`config.mk`:
```
export PLATFORM = sky130hd
export DESIGN_NAME = byte_serializer
export DESIGN_NICKNAME = d
export VERILOG_FILES = /design/src/rtl/byte_serializer.sv
export SDC_FILE = /design/constraint.sdc
export NUM_CORES = 1
export LEC_CHECK = 0
export ABC_AREA = 1
export CAP_MARGIN = 20
export CORE_AREA = 2 2 42 44
export DETAILED_ROUTE_END_ITERATION = 10
export DIE_AREA = 0 0 44 46
export PLACE_DENSITY = 0.79
export SETUP_SLACK_MARGIN = 0.1
export SYNTH_ARGS = -nofsm -noshare
export SYNTH_HDL_FRONTEND = slang
export SYNTH_SLANG_ARGS = --single-unit
```
`constraint.sdc`:
```
create_clock -name clk -period 3.5 [get_ports clk]
set_input_delay 0.7 -clock clk [delete_from_list [all_inputs] [get_ports clk]]
set_output_delay 0.7 -clock clk [all_outputs]
set_load 0.005 [all_outputs]
```
`src/rtl/byte_serializer.sv`:
```
// Parallel-to-serial transmitter: takes a WIDTH-bit word on a valid/ready load and
// streams it one bit per enabled clock. Optional parity stage: BYTE_SERIALIZER_PARITY_EN.
module byte_serializer #(
  parameter int WIDTH     = 8,
  parameter bit MSB_FIRST = 1'b1
) (
  input  logic             clk,
  input  logic             clear,
  input  logic             enable,
  input  logic [WIDTH-1:0] din,
  input  logic             load_valid,
  output logic             load_ready,
  output logic             sout,
  output logic             sout_valid,
  output logic             busy,
  output logic             done,
  output logic [1:0]       dbg_state
);

`ifdef BYTE_SERIALIZER_PARITY_EN
  localparam bit PAR_EN = 1'b1;
`else
  localparam bit PAR_EN = 1'b0;
`endif

  localparam int            CW   = (WIDTH > 1) ? $clog2(WIDTH) : 1;
  localparam logic [CW-1:0] LAST = CW'(WIDTH - 1);

  typedef enum logic [1:0] {
    IDLE   = 2'd0,
    SHIFT  = 2'd1,
    PARITY = 2'd2
  } state_t;

  state_t           state;
  logic [CW-1:0]    count;
  logic [WIDTH-1:0] shreg;
  logic             par_bit;
  logic             last_bit;
  logic             accept;

  function automatic logic head(input logic [WIDTH-1:0] w);
    return MSB_FIRST ? w[WIDTH-1] : w[0];
  endfunction

  function automatic logic [WIDTH-1:0] advance(input logic [WIDTH-1:0] w);
    return MSB_FIRST ? {w[WIDTH-2:0], 1'b0} : {1'b0, w[WIDTH-1:1]};
  endfunction

  // Handshake: a word transfers on a rising edge where load_valid & load_ready;
  // load_ready never depends on load_valid. Reload is offered on the final bit of a
  // frame (last data bit, or the parity bit) so consecutive words run gap-free.
  assign last_bit   = (state == SHIFT) && (count == LAST);
  assign load_ready = enable && ((state == IDLE) || (last_bit && !PAR_EN) || (state == PARITY));
  assign accept     = load_ready && load_valid;
  assign dbg_state  = state;

  always_ff @(posedge clk) begin
    if (clear) begin
      state      <= IDLE;
      count      <= '0;
      shreg      <= '0;
      par_bit    <= 1'b0;
      sout       <= 1'b0;
      sout_valid <= 1'b0;
      busy       <= 1'b0;
      done       <= 1'b0;
    end else if (enable) begin
      if (accept) begin
        state      <= SHIFT;
        count      <= '0;
        sout       <= head(din);
        shreg      <= advance(din);
        par_bit    <= ^din;
        sout_valid <= 1'b1;
        busy       <= 1'b1;
        done       <= 1'b0;
      end else begin
        case (state)
          SHIFT: begin
            if (count == LAST) begin
              if (PAR_EN) begin
                state <= PARITY;
                sout  <= par_bit;
                done  <= 1'b1;
              end else begin
                state      <= IDLE;
                sout       <= 1'b0;
                sout_valid <= 1'b0;
                busy       <= 1'b0;
                done       <= 1'b0;
              end
            end else begin
              count <= count + 1'b1;
              sout  <= head(shreg);
              shreg <= advance(shreg);
              // done rides with the last data bit only when no parity bit follows
              done  <= (count == LAST - 1'b1) && !PAR_EN;
            end
          end
          default: begin
            state      <= IDLE;
            count      <= '0;
            sout       <= 1'b0;
            sout_valid <= 1'b0;
            busy       <= 1'b0;
            done       <= 1'b0;
          end
        endcase
      end
    end
  end

endmodule

```
==> results.md <==
* Drt drc at 0
* Die ar. at 2020 sq um
* Crit-path max cell delay at 0.48 ns
* Largest net degree at the start of global routing at 15
* Final Skew at 0.00838 ns
* Number of global-route vias before repair at 589
* HPWL Detailed at 1120 um
* Core footprint at 1610 sq um
* Syn nets at 125
* Synth cell types at 22
* CP startpoint kind: input pin
* CP Data Arrival Time at 1.98 ns
* Post-Synth XOR/XNOR Area at 0%
* IO buf count at 17
* Worst Path Max Fanout at 14
* Final GP Congestion at 0.841
* Area grow syn2layout at 23.6%
* Worst IR Drop VDD at 0.169 mV
* Post-route ant nets at 0
* CP dominant cell by count: clkdlybuf4s50_1
* Pint at 0.000233 W
* Highest Clock Rate at 374 MHz
* Clk root buf: clkbuf_4
* Slowest stage cell on the critical path: clkdlybuf4s50_1
* Num Clock Sinks at 13
* Initial core utilization at 47.1%
* Worst hold stages at 2
* Max Root-Sink Buffers at 2
* CP endpoint kind: primary output
* Ys Warns at 0
* Post-Synth Adder-Cell Area at 4.94%
* Mapped Area at 759 sq um
* Aggregate global routing overflow at 0
* NetSw at 0.0000923 W
* Max-slew violation count at 0
* DRT Pass-1 Iters at 4
* Final Hold Viols at 0
* Register bit count reported by yosys at 13
* Initial drt markers at 15
* R2R setup slack at 1.84 ns
* Switching portion of total power at 28.4%
* Vias per cell at 4.97
* Outcome: complete, no violations
* Post-DP Area at 911 sq um
* Global-route wire length before repair at 2460 um
* Post-Layout Inst Area at 938 sq um
* Unrepaired setup endpoints after global routing: no
* Routed wire length at 1470 um
* EDFF count, synth at 0
* Setup TNS at 0 ns
* Total setup buffers inserted after CTS at 0
* Synth Instances at 110
* Req. time, crit path at 2.80 ns
* Crit path kind: in2out
* Final Setup Violations at 0
* Cts bufs inserted at 3
* H-Tree Depth at 1
* Synth Area in Compound Gates at 13.2%
* Share of layout cells above drive strength 1 at 13.6%
* Routed via count at 706
* Final Cycle Share at 76.5%
* Ports at 19
* Power density cells at 346 nW/um^2
* Die Y at 46 um
* Hold Path Class: reg2reg
* Die W at 44 um
* Overall routing resource usage at 16.8%
* Leakage at 0.434 nW
* TritonCTS clock tree: yes
* R2R cell count at 8
* Ys flop type: dfxtp_1
* # diodes at 0
* Max cap viols at 0
* FFs w/ async S/R, synth at 0%
* Count of hold buffers inserted by post-cts repair at 0
* Initial antenna violation count at 0
* Syn_area_per_cell at 6.90 sq um
* Clk network pwr share at 29.1%
* Reg power frac at 50.4%
* Sequential-to-total area share from yosys stat at 34.3%
* Combinational fraction of design power at 20.6%
* Mux cell area share after synthesis at 0%
* Cell Chain, Critical Path: clkdlybuf4s50_1, buf_4, nand2_1, inv_1, clkdlybuf4s50_1
* Nets@finish at 141
* Fill cells at 160
* Largest family of logic cells by synthesized area: simple AND/OR/NAND/NOR gates
* Resized cells post-CTS at 0
* WL per Instance at 10.3 um
* Clock Latency Late Sink at 0.29 ns
* Reg clk slew, reported paths at 0.09 ns
* Simple-gate share of the synthesized area at 30.0%
* Minimum clock period at 2.68 ns
* Rows at 15
## path summary, 6_finish.rpt
kind                                from    endpoint
worst max-delay path              enable  load_ready
worst min register to register  shreg[1]    shreg[1]
worst min-delay path            shreg[1]    shreg[1]
worst max register to register  count[0]    shreg[6]
## cell families (layout without fill, tap and decap cells)
| logic type | Yosys count | in the layout |
|---|---|---|
| compound gates | 17 | 17 |
| fa+ha+maj | 3 | 3 |
| buf+inv | 29 | 44 |
| flops | 13 | 13 |
| other cells | 1 | 1 |
| simple gates | 47 | 47 |
## Yosys cell counts (3+ instances only)
cell type | number | area share, %
nand2_1 | 25 | 12
inv_1 | 18 | 8.9
dfxtp_1 | 13 | 34
a21oi_1 | 10 | 6.6
nand4_1 | 7 | 5.8
nand3_1 | 6 | 4.0
buf_4 | 3 | 3.0
ha_1 | 3 | 4.9
inv_2 | 3 | 1.5
nand2_2 | 3 | 2.5
nor2_1 | 3 | 1.5
## power groups by stage
| stage | registers (W) | logic, W | clock network [W] |
|---|---|---|---|
| final | 0.000164 | 0.0000668 | 0.0000945 |
| after global routing | 0.000165 | 0.0000756 | 0.000108 |
| after CTS | 0.000164 | 0.0000675 | 0.0000991 |
| after detailed placement | 0.000167 | 0.0000673 | 0 |
| after global placement | 0.000167 | 0.0000664 | 0 |
| after floorplan | 0.000166 | 0.0000432 | 0 |
## sequential cells by signal, indices dropped and copies added (netlist names)
signal and count:
count 3, sout 1, dbg_state 1, shreg 7, done 1
## layout make-up
| class | count | area, sq um | share of cell area, % |
|---|---|---|---|
| inverter | 22 | 82.6 | 8.80 |
| multi-input combinational | 68 | 369 | 39.3 |
| clock inverter | 1 | 5.00 | 0.533 |
| sequential | 13 | 260 | 27.7 |
| clock buffer | 3 | 22.5 | 2.40 |
| tap | 17 | 21.3 | 2.27 |
| timing repair buffer | 18 | 178 | 18.9 |
## critical path, delay by kind of cell
kind                   cells  cell delay (ns)
AND/OR/NAND/NOR            1             0.09
buffers and inverters      4             1.18
## cells in the final DEF, fill, tap and decap left out, types with 3 or more instances in the layout
master / n
nand2_1: 25
inv_1: 18
clkdlybuf4s50_1: 17
dfxtp_1: 13
a21oi_1: 10
nand4_1: 7
nand3_1: 6
nand2_2: 3
inv_2: 3
nor2_1: 3
ha_1: 3
clkbuf_4: 3
## layer usage
metal | share of wire [%] | GRT usage, % | wire (um) | vias to the layer above
met5 | 0 | 0 | 0 | -
met1 | 44 | 20.9 | 648 | 313
met2 | 50 | 25.9 | 740 | 14
met3 | 3.9 | 3.97 | 57 | 2
met4 | 1.4 | 10.9 | 21 | 0
li1 | - | - | - | 377
## metrics by stage
stage	setup slack (ns)	util [%]	power, W	hold slack (ns)	std cells
3_3_place_gp	0.829	56.4	0.000233	0.445	138
3_5_place_dp	0.829	56.4	0.000235	0.461	138
4_1_cts	0.818	58.1	0.000330	0.475	142
5_1_grt	0.734	58.1	0.000348	0.500	142
6_report	0.824	58.1	0.000325	0.470	142
2_1_floorplan	1.72	-	0.000209	0.435	110
Note: power is estimated with default switching activity, not from simulation.
